==> src/rtl/game_ctrl.sv <==
// game_ctrl: game-flow controller for the slime game.
// Tracks IDLE/PLAY/HURT/OVER, lives, the invulnerability timer after a
// ceiling hit, a saturating three-digit BCD floor score, and a game-over pulse.
//
// state | meaning
// ------+---------------------------------------------------------
// IDLE  | power-up / reset, waiting for key_start
// PLAY  | normal play, ceiling hits and falls are checked
// HURT  | invulnerable after a hit, counts down INVULN_TICKS frames
// OVER  | game over, lives and score held until key_start
module game_ctrl #(
    parameter int LIVES_INIT   = 3,
    parameter int INVULN_TICKS = 60,
    parameter int FALL_Y       = 470
) (
    input  logic        clk,
    input  logic        rst,
    input  logic        tick,
    input  logic        key_start,
    input  logic        hit_ceiling,
    input  logic [9:0]  slime_y,
    input  logic        floor_landed,
    output logic [1:0]  state,
    output logic        run,
    output logic        flash,
    output logic [1:0]  lives,
    output logic [11:0] score_bcd,
    output logic        over_pulse
);

    typedef enum logic [1:0] {
        IDLE = 2'd0,
        PLAY = 2'd1,
        HURT = 2'd2,
        OVER = 2'd3
    } state_t;

    state_t      state_q, state_d;
    logic [1:0]  lives_q, lives_d;
    logic [7:0]  cnt_q, cnt_d;
    logic [11:0] score_q, score_d;
    logic        run_q, run_d;
    logic        flash_q, flash_d;
    logic        over_q, over_d;
    logic        fall;
    logic        active;

    // BCD +1 with ones->tens->hundreds carry; the caller handles saturation at 999.
    function automatic logic [11:0] bcd_inc(input logic [11:0] v);
        logic [3:0] h, t, o;
        h = v[11:8];
        t = v[7:4];
        o = v[3:0];
        if (o == 4'd9) begin
            o = 4'd0;
            if (t == 4'd9) begin
                t = 4'd0;
                h = h + 4'd1;
            end else begin
                t = t + 4'd1;
            end
        end else begin
            o = o + 4'd1;
        end
        return {h, t, o};
    endfunction

    // Next-state, lives, timer, score and registered-output computation.
    always_comb begin
        state_d = state_q;
        lives_d = lives_q;
        cnt_d   = cnt_q;
        score_d = score_q;
        fall    = (slime_y >= 10'(FALL_Y));
        active  = (state_q == PLAY) || (state_q == HURT);

        case (state_q)
            IDLE, OVER: begin
                if (key_start) begin
                    state_d = PLAY;
                    lives_d = 2'(LIVES_INIT);
                    score_d = 12'h000;
                    cnt_d   = 8'd0;
                end
            end
            PLAY: begin
                if (fall) begin
                    state_d = OVER;
                    lives_d = 2'd0;
                end else if (hit_ceiling) begin
                    lives_d = lives_q - 2'd1;
                    if (lives_q <= 2'd1) begin
                        state_d = OVER;
                        lives_d = 2'd0;
                    end else begin
                        state_d = HURT;
                        cnt_d   = 8'(INVULN_TICKS);
                    end
                end
            end
            HURT: begin
                // hit_ceiling is masked here; only a fall or the timer leaves HURT.
                if (fall) begin
                    state_d = OVER;
                    lives_d = 2'd0;
                    cnt_d   = 8'd0;
                end else if (tick) begin
                    if (cnt_q <= 8'd1) begin
                        state_d = PLAY;
                        cnt_d   = 8'd0;
                    end else begin
                        cnt_d = cnt_q - 8'd1;
                    end
                end
            end
            default: state_d = IDLE;
        endcase

        // Landing counts whenever the current state is active, even on a death edge.
        if (active && floor_landed && (score_q != 12'h999)) begin
            score_d = bcd_inc(score_q);
        end

        run_d   = (state_d == PLAY) || (state_d == HURT);
        flash_d = (state_d == HURT) && cnt_d[2];
        over_d  = (state_d == OVER) && (state_q != OVER);
    end

    // State and output registers with synchronous active-low reset.
    always_ff @(posedge clk) begin
        if (!rst) begin
            state_q <= IDLE;
            lives_q <= 2'd0;
            cnt_q   <= 8'd0;
            score_q <= 12'h000;
            run_q   <= 1'b0;
            flash_q <= 1'b0;
            over_q  <= 1'b0;
        end else begin
            state_q <= state_d;
            lives_q <= lives_d;
            cnt_q   <= cnt_d;
            score_q <= score_d;
            run_q   <= run_d;
            flash_q <= flash_d;
            over_q  <= over_d;
        end
    end

    assign state      = state_q;
    assign run        = run_q;
    assign flash      = flash_q;
    assign lives      = lives_q;
    assign score_bcd  = score_q;
    assign over_pulse = over_q;

endmodule
==> config.mk <==
export PLATFORM = sky130hd
export DESIGN_NAME = game_ctrl
export DESIGN_NICKNAME = d
export VERILOG_FILES = /design/src/rtl/game_ctrl.sv
export SDC_FILE = /design/constraint.sdc
export NUM_CORES = 1
export LEC_CHECK = 0
export ABC_CLOCK_PERIOD_IN_PS = 6300
export BUFFER_PORTS_ARGS = -buffer_cell sky130_fd_sc_hd__buf_2
export CAP_MARGIN = 20
export CORE_UTILIZATION = 45
export CTS_BUF_LIST = sky130_fd_sc_hd__clkbuf_2
export CTS_CLUSTER_DIAMETER = 200
export DETAILED_ROUTE_END_ITERATION = 6
export PLACE_DENSITY = 0.68
export SLEW_MARGIN = 20
export SYNTH_ARGS = -nofsm -noshare
export SYNTH_HDL_FRONTEND = slang
export SYNTH_SLANG_ARGS = --single-unit
==> constraint.sdc <==
create_clock -name clk -period 6.3 [get_ports clk]
set_input_delay 0.63 -clock clk [delete_from_list [all_inputs] [get_ports clk]]
set_output_delay 0.63 -clock clk [all_outputs]
set_load 0.02 [all_outputs]
## Word-level counts from Yosys, hierarchy flattened

Cells that the tools add are included.

| operators by class | value |
|---|---|
| add/subtract/negate cells | 5 |
| multiply operators | 0 |
| divide/modulo/power cells | 0 |
| order comparisons | 3 |
| eq/ne operators | 19 |
| shifts and indexed selects | 0 |
| mux-type cells | 30 |
| bitwise logic cells | 0 |
| reduce and logical (&&, ||, !) cells | 15 |

Operators by type and width:

| kind | count |
|---|---|
| two-way mux 8 bit | 7 |
| two-way mux 12 bit | 3 |
| case mux 8 bit (3 select lines) | 1 |
| two-way mux 2 bit | 11 |
| two-way mux 4 bit | 5 |
| adder 4 x 1 -> 4 bit, second input constant | 3 |
| != test 12 bit, second input constant | 1 |
| != test 2 bit, second input constant | 6 |
| case mux 2 bit (3 select lines) | 2 |
| greater-or-equal comparator 10 x 9 -> 1 bit, second input constant | 1 |
| == test 2 bit, second input constant | 4 |
| == test 4 bit, second input constant | 2 |
| <= comparator 8 x 1 -> 1 bit, second input constant | 1 |
| subtractor 8 x 1 -> 8 bit, second input constant | 1 |
| != test 3 bit, second input constant | 2 |
| AND reduction 3 bit | 2 |
| AND reduction 5 bit | 1 |
| == test 2 x 1 -> 1 bit, second input constant | 2 |
| logical AND 1 bit | 4 |
| != test 2 x 1 -> 1 bit, second input constant | 2 |
| AND reduction 4 bit | 1 |
| nonzero test 2 bit | 2 |
| <= comparator 2 x 1 -> 1 bit, second input constant | 1 |
| logical NOT 2 bit | 1 |
| 5 further kinds | 6 |

| storage, ports and cells | value |
|---|---|
| bits in registers | 27 |
| bits in latches | 0 |
| bits in writable memories | 0 |
| ROM bits | 0 |
| bits of input ports | 16 |
| output and inout port bits | 19 |
| logic and storage cells | 82 |
| memories kept | 0 |

## Depth between registers and ports, before layout

Gate-level depths: netlist (run 1).

| logic depth | value |
|---|---|
| depth in word-level cells | 7 |
| mapped depth | 11 |
| mapped depth without buffers | 10 |

## Worst setup path after synthesis (run 1)

No wires, ideal clock.

| path | value |
|---|---|
| kind | register -> register |
| from | register state_q[0] (netlist: state[0]) |
| to | register run_q (netlist: run) |
| library setup time | 115 ps |
| arrival time | 2115 ps |
| data required time | 6185 ps |
| setup slack | 4070 ps |
| stages on the path, launching flop included | 9 |
| path buffers | 1 |
| period minus slack after synthesis | 2230 ps |
| path through | dfxtp_1 -> inv_1 -> ha_1 -> clkbuf_1 -> nand2b_1 -> a221oi_1 -> o221ai_1 -> ha_1 -> and2_1 |

| between the ends | value |
|---|---|
| word-level cells in the longest chain between the ends | 6 |
| elaborated cells between the ends (all ways) | 15 |
| those cells by class | 5 x eq/ne; 7 x mux; 3 x reduce/logical |

Ends and longest elaborated chain:

| item | line | text |
|---|---|---|
| from (decl) | 38 | `state_t state_q, state_d;` |
| from (signal assigned) | 140 | `state_q <= state_d;` |
| two-way mux 2 bit | 108 | `if (cnt_q <= 8'd1) begin` |
| two-way mux 2 bit | 107 | `end else if (tick) begin` |
| two-way mux 2 bit | 103 | `if (fall) begin` |
| case mux 2 bit (3 select lines) (*) | 77 | `case (state_q)` |
| == test 2 x 1 -> 1 bit / == test 2 bit (equally long branches) | 124 | `run_d = (state_d == PLAY) \|\| (state_d == HURT);` |
| logical OR 1 bit (*) | 124 |  |
| via run_d | 42 | `logic run_q, run_d;` |
| to (signal assigned) | 144 | `run_q <= run_d;` |
| to (decl) | 42 |  |

Mark *: on every way through the listed nets, which the timed path passes. The rest lies on a longest branch.
A chain may end at the register's enable or synchronous reset.

## Final worst setup path (run 1)

| path | value |
|---|---|
| from | register state_q[0] (netlist: state[0]) |
| to | register score_q[8] (netlist: score_bcd[8]) |

| between the ends | value |
|---|---|
| word-level cells in the longest chain between the ends | 6 |
| elaborated cells between the ends (all ways) | 14 |
| those cells by class | 5 x eq/ne; 1 x mux; 8 x reduce/logical |

Ends and longest elaborated chain:

| item | line | text |
|---|---|---|
| == test 2 x 1 -> 1 bit / == test 2 bit (equally long branches) | 75 | `active = (state_q == PLAY) \|\| (state_q == HURT);` |
| logical OR 1 bit | 75 |  |
| logical AND 1 bit (2 in a row) | 120 | `if (active && floor_landed && (score_q != 12'h999)) begin` |
| != test 2 x 1 -> 1 bit (no source line) / nonzero test 2 bit (equally long branches) | n/a |  |
| AND reduction 4 bit (no source line) | n/a |  |
| to (signal assigned) | 143 | `score_q <= score_d;` |
| to (decl) | 41 | `logic [11:0] score_q, score_d;` |

Parallel ways exist; a longest one is shown, timed or not.

==> results of run 1 <==
-- layer usage --
metal	vias up	GRT usage, %
li1	792	-
met1	705	21.8
met2	34	30.2
met3	2	2.92
met4	0	9.30
met5	-	0
-- final cells by class --
cell class	instances	area [um2]	share of cell area, %
multi-input cells	158	1040	55.7
flip-flops and latches	27	541	28.8
repair buffers	33	165	8.80
well taps	46	57.6	3.07
inverters	13	48.8	2.60
clock buffers	4	20.0	1.07
-- layout by cell type, fill, tap and decap left out, types with 3 or more instances in the layout --
master,netlist,routed
xnor2_1,7,7
nor3b_1,3,3
nor2b_1,10,10
nor2_1,15,15
buf_2,0,33
clkbuf_2,0,4
nand3_1,6,6
a31oi_1,3,3
nand2b_1,3,3
a21boi_0,3,3
a211oi_1,3,3
and2_1,7,7
dfxtp_1,27,27
a22oi_1,3,3
or3_1,5,5
o21ai_0,13,13
inv_1,13,13
nor3_1,3,3
ha_1,12,12
a21oi_1,13,13
nand2_1,18,18
nand3b_1,3,3
-- logic make-up (layout without fill, tap and decap cells) --
group	count (synthesis)	count (layout)	synth area share (%)
simple gates	82	82	27.2
compound gates	57	57	23.3
flops	27	27	32.8
buf+inv	17	50	3.87
fa+ha+maj	12	12	9.10
xor+xnor	7	7	3.72
-- worst max-delay path: cells and delay by family, from the launching register on --
kind / cells / cell delay (ps)
buffers and inverters: 1 / 60
AO/OA/AOI/OAI: 2 / 700
flip-flops: 1 / 470
AND/OR/NAND/NOR: 2 / 610
adder cells (fa/ha/maj): 1 / 440
-- state kept, by name, summed over array words and instances (netlist names) --
signal      flops
state           2
score_bcd      12
run             1
over_pulse      1
lives           2
flash           1
cnt_q           8
-- per-stage QoR --
step / instance area, um2 / hold slack (ps) / worst slack [ps] / cells
2_1_floorplan: 1650 / 450 / 4070 / 202
3_3_place_gp: 1860 / 472 / 3830 / 277
3_5_place_dp: 1860 / 473 / 3850 / 277
4_1_cts: 1880 / 501 / 3940 / 281
5_1_grt: 1880 / 537 / 3750 / 281
6_report: 1880 / 501 / 3950 / 281
-- power by group --
group	internal (W)	leakage, nW	total, W	switching [W]
clock network	0.0000168	0.0166	0.0000628	0.0000460
logic	0.0000395	0.537	0.000107	0.0000674
registers	0.000180	0.219	0.000190	0.00000917
-- how the worst max path moves through the flow --
stage                          start      endpoint  slack, ps
after global routing        state[0]  score_bcd[9]       3750
after detailed placement  slime_y[5]      cnt_q[4]       3850
final                       state[0]  score_bcd[8]       3950
after CTS                   state[0]  score_bcd[9]       3940
after global placement    slime_y[5]      cnt_q[4]       3830
after floorplan             state[0]           run       4070
==> impl_results.md, run 1 <==
- Post-CTS Hold Buffers: 0
- CP peak stage delay: 530 ps
- Clk_lat worst skew: 330 ps
- Final Util: 54.9%
- DR iter-0 viols: 76
- Root buffer cell: clkbuf_2
- Synth unique cells: between 40 and 50
- Crit path arrival time: between 2000 and 3000 ps
- Flops & latches, synth: 27
- Post-synth top cells: 27 x dfxtp_1, 18 x nand2_1, 15 x nor2_1
- Placer's final routability congestion estimate: 0.811
- Tmin final: around 2400 ps
- Startpoint Class: flip-flop
- Vias in the first global route: approximately 1300
- Htree depth: 1
- Core area: ~3400 um2
- Count of pins over their slew limit: 0
- R2R Setup Slk: 3950 ps
- Starting Density: 48.3%
- Ant diodes: 0
- Power Density: approximately 190 nW/um2
- Top Metal Used: met4
- GRT Total Usage: about 18%
- CTS max path bufs: 2
- Layout area overhead: 13.8%
- Worst-path maximum fanout: 13
- Avg Cell Area, Syn: slightly above 8 um2
- YS warnings: 0
- Ys async rst share: 0%
- FF-to-FF End: score_bcd[8]
- Slew @ Worst Pin: between 900 and 1000 ps
- Finish-stage setup viols: 0
- Clock-pin slew on the worst setup and hold paths: about 230 ps
- Antenna violations before repair: 0
- Die Span X: about 63 um
- Sequential fraction of the synthesis area: 32.8%
- RSZ-0062 raised after global routing: no
- Largest net degree at the start of global routing: 26
- Setup CP Type: flip-flop to flip-flop
- IO buf count: 33
- Vias per cell: roughly 5.5
- Total power: 0.000359 W
- Static Leak: between 0.7 and 0.8 nW
- Post-Synthesis Cell Area: approximately 1600 um2
- Dpl hpwl: between 2 and 3 mm
- Most frequent cell after synthesis: dfxtp_1
- CP max-delay cell: o41a_1
- Max Cap Viol: 0
- Top cells by area, synth: dfxtp_1 33%, ha_1 9.1%, nand2_1 4.1%
- Worst Hold Launch: cnt_q[7]
- Max VDD drop: between 100 and 150 uV
- Hold Path Sink: cnt_q[7]
- Post-Synthesis Cells: just over 200
- Post-CTS setup buffer count: 0
- Hold path depth: 2
- Boundary pin count: 35
- Slew headroom: 34.3%
- Worst Hold Class: flip-flop to flip-flop
- DR WL met2: 1.62 mm
- Post-synth top area share: about a third
- DR WL/cell: approximately 12 um
- Worst endpoint required time: about 6600 ps
- Routed Antenna Nets: 0
- Die Y: 62.5 um
- Resize count post-CTS: 0
- Fillers: around 360
- Skew final: around 7.6 ps
- Fin crit share: roughly 37%
- Worst-path cell chain: inv_1 -> ha_1 -> nand2b_1 -> o41a_1 -> or3_1 -> a21boi_0
- Sink Count: 27
- DRC viols: 0
- DIE AREA: about 4000 um2
- Status: completed
- Post-route setup TNS: 0 ps
- Ys flop type: dfxtp_1
- Met3 WL: 149 um
- Std-Cell Rows: 21
- Crit path capture type: flip-flop
- WL final: ~3.4 mm
- 1st-pass router iterations: 4
- Fin. Hold Viols: 0
- Met1 wire length: 1.56 mm
- Worst Reg-to-Reg Cells: 6
- CTS tree: built
- Syn Nets: between 200 and 250
- Share of layout cells above drive strength 1: a little under a fifth
- Yosys top cell by area: dfxtp_1
- Post-synth EDFFs: 0
- Achievable frequency: between 400 and 500 MHz
- CTS buffer count: 3
- GRT overflow: 0
- Launching point of the worst reg2reg path: state[0]
- NumNets Final: about 260
- Via Count: 1533
- First-pass GRT wire length: about 5.7 mm
(Power assumes the default switching activity.)
==> inputs of run 2 (changes only) <==
--- a/config.mk
+++ b/config.mk
@@ -5,7 +5,7 @@
 export SDC_FILE = /design/constraint.sdc
 export NUM_CORES = 1
 export LEC_CHECK = 0
-export ABC_CLOCK_PERIOD_IN_PS = 6300
+export ABC_CLOCK_PERIOD_IN_PS = 2200
 export BUFFER_PORTS_ARGS = -buffer_cell sky130_fd_sc_hd__buf_2
 export CAP_MARGIN = 20
 export CORE_UTILIZATION = 45
==> constraint.sdc (replaced) <==
create_clock -name clk -period 2.2 [get_ports clk]
set_input_delay 0.22 -clock clk [delete_from_list [all_inputs] [get_ports clk]]
set_output_delay 0.22 -clock clk [all_outputs]
set_load 0.02 [all_outputs]
==> run 2 against run 1 <==
  * Clock power increased to 3.0 times the previous value
  * Non-clock buffer count increased by 13
  * Combinational power increased to 3.3 times the previous value
  * Clock skew increased by 7.1 ps
  * Critical endpoint is now run
  * Via count increased by 2.7%
  * Global-route usage increased by 0.84 points
  * Maximum frequency increased by 16%
==> impl_results.md, run 2 (synthesis gave the netlist of run 1 again) <==
- Leading cell type in the layout, fill and taps excluded: buf_2
- Hold Slack: 262 ps (-239 ps)
- Startpoint Class: flip-flop
- Placer's final routability congestion estimate: 0.809 (-0.32%)
- Total power: 0.00108 W (+200%)
- Slew headroom: 72.1% (+38 points)
- CP peak stage delay: 380 ps (-150 ps)
- Clk_lat worst skew: 350 ps (+20 ps)
- DR iter-0 viols: 60 (-21%)
- Root buffer cell: clkbuf_2
- Delay-heaviest family, CP: adder cells
- Worst path buffer plus inverter count: 2 (+1)
- Fin crit share: 92.4% (+55 points)
- Max VDD drop: 348 uV (+220%)
- Worst Hold Class: primary input to flip-flop
- Hold Path Sink: over_pulse
- Levels on crit path: 9 (+3)
- Switching share of power: 34.2% (+0.10 points)
- Largest net degree at the start of global routing: 26 (unchanged)
- Launching point of the worst reg2reg path: state[0]
- Starting Density: 48.3% (unchanged)
- Worst Hold Launch: rst
- Slew @ Worst Pin: 418 ps (-543 ps)
- Layout area overhead: 20.0%
- Std-Cell Rows: 21 (unchanged)
- Status: completed
- Tmin final: 2030 ps (-318 ps)
- Most frequent cells in the layout: 33 x buf_2, 26 x dfxtp_1, 18 x nand2_1, 15 x nor2_1
- Clock share of power: 17.4% (about the same)
- CTS max path bufs: 2 (unchanged)
- GRT overflow: 0 (unchanged)
- Achievable frequency: 492 MHz (+16%)
- Logic pwr share: 32.9% (+3.1 points)
- Worst-path maximum fanout: 9 (-4)
- Crit path capture type: flip-flop
- Most frequent CP cell: inv_1
- FF-to-FF End: run
- Skew final: 14.8 ps (+7.13 ps)
- Hold path depth: 3 (+1)
- IO buf count: 33 (unchanged)
- CTS buffer count: 3 (unchanged)
- Routed Antenna Nets: 0 (unchanged)
- RSZ-0062 raised after global routing: no
- GRT Total Usage: 18.8% (+0.84 points)
- DRC viols: 0 (unchanged)
- Setup CP Type: flip-flop to flip-flop
- Max Cap Viol: 0 (unchanged)
- 1st-pass router iterations: 4 (unchanged)
- WL final: 3.53 mm (+5.2%)
- Clock-pin slew on the worst setup and hold paths: 240 ps (about the same)
- First-pass GRT wire length: 6.02 mm (+4.8%)
- Vias in the first global route: 1452 (+8.8%)
- DR WL/cell: 12.0 um (+0.57%)
- CTS tree: built
- DIE AREA: 3910 um2 (unchanged)
- Die Y: 62.5 um (unchanged)
- Post-route setup TNS: 0 ps (unchanged)
- Internal power: 0.000712 W (+200%)
- NumNets Final: 277 (+4.9%)
- Fin. Hold Viols: 0 (unchanged)
- CP max-delay cell: dfxtp_1
- Worst Reg-to-Reg Cells: 9 (+3)
- Fillers: 335 (-8.0%)
- Dpl hpwl: 2.72 mm (+7.8%)
- Die Span X: 62.5 um (unchanged)
- Finish-stage setup viols: 0 (unchanged)
- Power Density: 548 nW/um2 (+190%)
- Core area: 3420 um2 (unchanged)
- R2R Setup Slk: 170 ps (-3780 ps)
- Final Util: 57.9% (+3.0 points)
- Sink Count: 27 (unchanged)
- Htree depth: 1 (unchanged)
- Ant diodes: 0 (unchanged)
- Static Leak: 0.837 nW (+8.4%)
- Via Count: 1574 (+2.7%)
- Share of layout cells above drive strength 1: 23.8% (+5.1 points)
- Worst-path cell chain: inv_1 -> ha_2 -> nor2b_1 -> a21oi_1 -> a31oi_1 -> o21ai_1 -> inv_1 -> ha_1 -> and2_1
- Worst endpoint required time: 2490 ps (-4080 ps)
- NetSw: 0.000371 W (+200%)
- Sequential Power Share: 49.7% (-3.1 points)
- Vias per cell: 5.35 (-1.9%)
- Max reg flops: 12 (unchanged)
- Crit path arrival time: 2330 ps (-290 ps)
- Count of pins over their slew limit: 0 (unchanged)
- Boundary pin count: 35 (unchanged)
- Antenna violations before repair: 0 (unchanged)
==> run 2: cell types whose count changed in the layout (fill, tap and decap cells not counted) <==
cell     before  now
dfxtp_1      27   26
ha_2          0    1
buf_4         0   13
ha_1         12   11
dfxtp_2       0    1
==> run 2: final cells by class <==
| type | count | area (um2) | area share (%) |
|---|---|---|---|
| timing repair buffer | 46 | 263 | 13.3 |
| clock buffer | 4 | 20.0 | 1.01 |
| sequential | 27 | 542 | 27.4 |
| inverter | 13 | 48.8 | 2.47 |
| tap | 46 | 57.6 | 2.91 |
| multi-input combinational | 158 | 1050 | 52.9 |
==> run 2: metrics by stage <==
| step | setup WS [ps] | instances | instance area (um2) |
|---|---|---|---|
| after detailed placement | 114 | 288 | 1940 |
| final | 168 | 294 | 1980 |
| after CTS | 28.6 | 292 | 1960 |
| after global routing | 28.4 | 294 | 1980 |
| after global placement | 127 | 288 | 1940 |
| after floorplan | 83.2 | 202 | 1650 |
==> run 2: per-layer routing <==
| layer | part of all wire, % | GRT usage (%) | vias to the layer above | routed length [um] |
|---|---|---|---|---|
| li1 | - | - | 814 | - |
| met1 | 48 | 21.7 | 723 | 1700 |
| met2 | 47 | 33.8 | 31 | 1650 |
| met3 | 3.3 | 2.74 | 6 | 117 |
| met4 | 1.6 | 8.43 | 0 | 57 |
| met5 | 0 | 0 | - | 0 |
==> run 2: repair_timing <==
item | 4_1_cts | 5_1_grt
buffers inserted | 0 | 2
hold buffers | 0 | 0
gates resized for setup | 0 | 2
endpoints found under the setup margin | 0 | 4
==> run 2: tightest hold or removal path: stages <==
cell	delay (ps)
buf_2	230
nand2_1	120
nor2_1	40
==> run 2: power groups by stage <==
| stage | clock network, W | logic, W | registers [W] |
|---|---|---|---|
| final | 0.000188 | 0.000356 | 0.000539 |
| after global routing | 0.000213 | 0.000398 | 0.000543 |
| after CTS | 0.000196 | 0.000347 | 0.000539 |
| after detailed placement | 0 | 0.000345 | 0.000549 |
| after global placement | 0 | 0.000342 | 0.000548 |
| after floorplan | 0 | 0.000190 | 0.000582 |
==> run 2: worst max-delay path by stage <==
stage,startpoint,end
global placement,state[0],score_bcd[9]
global route,cnt_q[0],run
finish,state[0],run
CTS,state[0],score_bcd[9]
detailed placement,state[0],score_bcd[9]
floorplan,state[0],run
==> inputs of run 3 (changes only) <==
--- a/config.mk
+++ b/config.mk
@@ -5,6 +5,7 @@
 export SDC_FILE = /design/constraint.sdc
 export NUM_CORES = 1
 export LEC_CHECK = 0
+export ABC_AREA = 1
 export ABC_CLOCK_PERIOD_IN_PS = 2200
 export BUFFER_PORTS_ARGS = -buffer_cell sky130_fd_sc_hd__buf_2
 export CAP_MARGIN = 20
@@ -12,7 +13,7 @@
 export CTS_BUF_LIST = sky130_fd_sc_hd__clkbuf_2
 export CTS_CLUSTER_DIAMETER = 200
 export DETAILED_ROUTE_END_ITERATION = 6
-export PLACE_DENSITY = 0.68
+export PLACE_DENSITY = 0.67
 export SLEW_MARGIN = 20
 export SYNTH_ARGS = -nofsm -noshare
 export SYNTH_HDL_FRONTEND = slang
==> run 3 against run 2 <==
  * Routed wire length grew 7.7%
  * Critical path depth shrank 1
  * Synthesized cell count up 40%
  * Sequential power grew 28%
  * Total power is 110% higher
  * Register-to-register slack gained 90 ps
  * Design area grew 7.0%
  * Combinational power grew to 3.8 times the previous value
  * Clock power decreased by 2%
  * Non-clock buffer count shrank 13
  * Critical endpoint is now score_bcd[9]
==> impl_results.md, run 3 <==
- YS warnings: 0 (unchanged)
- Post-route setup TNS: 0 ps (unchanged)
- Dpl hpwl: 2.93 mm (+7.8%)
- Flops & latches, synth: 27 (unchanged)
- Ys flop type: dfxtp_1
- Slew headroom: 69.6% (-2.5 points)
- Tmin final: 1940 ps (-90.0 ps)
- Layout area overhead: 11.7%
- 1st-pass router iterations: 4 (unchanged)
- Post-Synthesis Cell Area: 1900 um2 (+15%)
- NumNets Final: 344 (+24%)
- Switching share of power: 49.7% (+16 points)
- FF-to-FF End: score_bcd[9]
- Worst-path maximum fanout: 11 (+2)
- GRT Total Usage: 18.6% (-0.11 points)
- Clk_lat worst skew: 340 ps (about the same)
- Via Count: 1817 (+15%)
- IO buf count: 33 (unchanged)
- Internal power: 0.00113 W (+58%)
- Post-Synthesis Cells: 283 (+40%)
- Worst endpoint required time: 2470 ps (-20 ps)
- Fin crit share: 88.3% (-4.1 points)
- Critical Path End: score_bcd[9]
- Most frequent cells in the layout: 65 x nand2_1, 40 x nor2_1, 36 x inv_1, 33 x buf_2, 29 x nand3_1
- Crit path launch: state[0]
- Count of pins over their slew limit: 0 (unchanged)
- Post-synth top cells: 65 x nand2_1, 40 x nor2_1, 36 x inv_1
- Launching point of the worst reg2reg path: state[0]
- Area of placed instances: 2090 um2 (+8.0%)
- Synth unique cells: 31 (-28%)
- Final worst slack: 257 ps (+90.0 ps)
- Crit path arrival time: 2220 ps (-110 ps)
- Syn Nets: 311 (+35%)
- Power Density: 1060 nW/um2 (+93%)
- Status: completed
- Most frequent cell after synthesis: nand2_1
- Worst Reg-to-Reg Cells: 8 (-1)
- Startpoint Class: flip-flop
- Vias in the first global route: 1567 (+7.9%)
- Setup CP Type: flip-flop to flip-flop
- Static Leak: 1.08 nW (+30%)
- Die Y: 66.9 um (+7.0%)
- Std-Cell Rows: 23 (+9.5%)
- R2R Setup Slk: 260 ps (+90 ps)
- Share of layout cells above drive strength 1: 20.0% (-3.8 points)
- First-pass GRT wire length: 6.49 mm (+7.9%)
- Root buffer cell: clkbuf_2
- Max Cap Viol: 0 (unchanged)
- Achievable frequency: 515 MHz (+4.6%)
- Avg Cell Area, Syn: 6.70 um2 (-18%)
- Leading cell type in the layout, fill and taps excluded: nand2_1
- CTS buffer count: 3 (unchanged)
- Fillers: 427 (+27%)
- Sequential Power Share: 30.7% (-19 points)
- DRC viols: 0 (unchanged)
- Boundary pin count: 35 (unchanged)
- Antenna violations before repair: 0 (unchanged)
- Logic pwr share: 61.1% (+28 points)
- Largest net degree at the start of global routing: 16 (-38%)
- Vias per cell: 4.98 (-7.0%)
- Crit path capture type: flip-flop
- Starting Density: 47.0% (-1.2 points)
- Sink Count: 27 (unchanged)
- CTS tree: built
- DR WL/cell: 10.4 um (-13%)
- CTS max path bufs: 2 (unchanged)
- Ys async rst share: 0% (unchanged)
- Fin. Hold Viols: 0 (unchanged)
- Core area: 4030 um2 (+18%)
- Routed Antenna Nets: 0 (unchanged)
- Post-synth top area share: 28.5% (-4.3 points)
- Area of the multi-input gates: 1170 um2 (+12%)
- Ant diodes: 0 (unchanged)
- Top cells by area, synth: dfxtp_1 29%, nand2_1 13%, ha_1 7.9%
- Max VDD drop: 472 uV (+35%)
- Clock share of power: 8.2% (-9.2 points)
- Max reg flops: 12 (unchanged)
- Reg area: 541 um2 (-0.23%)
- Htree depth: 1 (unchanged)
- Worst slack, placed: 241 ps (+127 ps)
- DR iter-0 viols: 120 (+100%)
- Final Cell Area: 2120 um2 (+7.0%)
- Post-synth EDFFs: 0 (unchanged)
- DIE AREA: 4480 um2 (+14%)
- Skew final: 5.71 ps (-9.06 ps)
- Worst Hold Class: primary input to flip-flop
- Placer's final routability congestion estimate: 0.826 (+2.1%)
- GRT overflow: 0 (unchanged)
- Yosys top cell by area: dfxtp_1
- NetSw: 0.00112 W (+200%)
- Finish-stage setup viols: 0 (unchanged)
- Clock-pin slew on the worst setup and hold paths: 250 ps (about the same)
- RSZ-0062 raised after global routing: no
- Sequential fraction of the synthesis area: 28.5% (-4.3 points)
- WL final: 3.80 mm (+7.7%)
- Slew @ Worst Pin: 455 ps (+37.4 ps)
- Die Span X: 66.9 um (+7.0%)
==> run 3: cell count changes in the layout (fill, tap and decap cells not counted), moves of 6 or more <==
cell	before	now
xnor2_1	7	1
nand3_1	6	29
nor2b_1	10	0
inv_1	13	36
buf_4	13	0
nand2_1	18	65
and2_1	7	0
nor2_1	15	40
==> run 3: cell families (layout without fill, tap and decap cells) <==
| logic type | after synthesis | in the layout | share of synthesized area (%) |
|---|---|---|---|
| flops | 27 | 27 | 28.5 |
| simple gates | 159 | 159 | 39.5 |
| fa+ha+maj | 12 | 12 | 7.92 |
| compound gates | 35 | 35 | 11.4 |
| xor+xnor | 6 | 6 | 2.77 |
| buf+inv | 44 | 76 | 9.97 |
==> run 3: worst max-delay path, cell delays in order, from the launching register on <==
cell      delay (ps)
dfxtp_1          460
inv_1            100
ha_1             340
bufinv_8         250
nor2_4            60
o21ai_4          350
nand2_4          140
nand2_2          120
o22ai_2           60
==> run 3: timing repair <==
| action | CTS | global route |
|---|---|---|
| buffers inserted | 0 | 0 |
| hold buffers | 0 | 0 |
| endpoints found under the setup margin | 0 | 1 |
| resized for setup | 0 | 1 |
==> run 3: worst min path at each step <==
stage                          from  cells after the start            to
final                           rst                      3  score_bcd[8]
after global routing      key_start                      4      cnt_q[2]
after CTS                 key_start                      4      cnt_q[2]
after detailed placement   cnt_q[5]                      2      cnt_q[5]
after global placement     cnt_q[1]                      2      cnt_q[1]
after floorplan                 rst                      2  score_bcd[5]
==> run 3: power by group through the flow <==
stage / registers, W / clock network, W / logic, W
after CTS: 0.000687 / 0.000197 / 0.00138
after detailed placement: 0.000698 / 0 / 0.00138
final: 0.000688 / 0.000184 / 0.00137
after global placement: 0.000697 / 0 / 0.00137
after global routing: 0.000702 / 0.000224 / 0.00158
after floorplan: 0.000771 / 0 / 0.00104
==> run 3: through the flow <==
stage / hold slack (ps) / util (%) / power, W / instances
floorplan: 374 / - / 0.00181 / 283
global placement: 476 / 52.0 / 0.00207 / 361
detailed placement: 480 / 52.0 / 0.00208 / 361
CTS: 170 / 52.5 / 0.00227 / 365
global route: 127 / 52.5 / 0.00250 / 365
finish: 189 / 52.5 / 0.00224 / 365
==> run 3: layout make-up <==
cell class | instances | area share, %
Multi-Input combinational cell | 212 | 55.2
Sequential cell | 27 | 25.5
Clock buffer | 3 | 0.709
Clock inverter | 1 | 0.236
Inverter | 39 | 7.57
Tap cell | 50 | 2.96
Timing Repair Buffer | 33 | 7.80
==> run 3: per-layer routing <==
layer / share of wire (%) / track usage, %
met1: 50 / 24.6
met2: 45 / 31.6
met3: 4.2 / 2.57
met4: 0.53 / 4.52
met5: 0 / 0
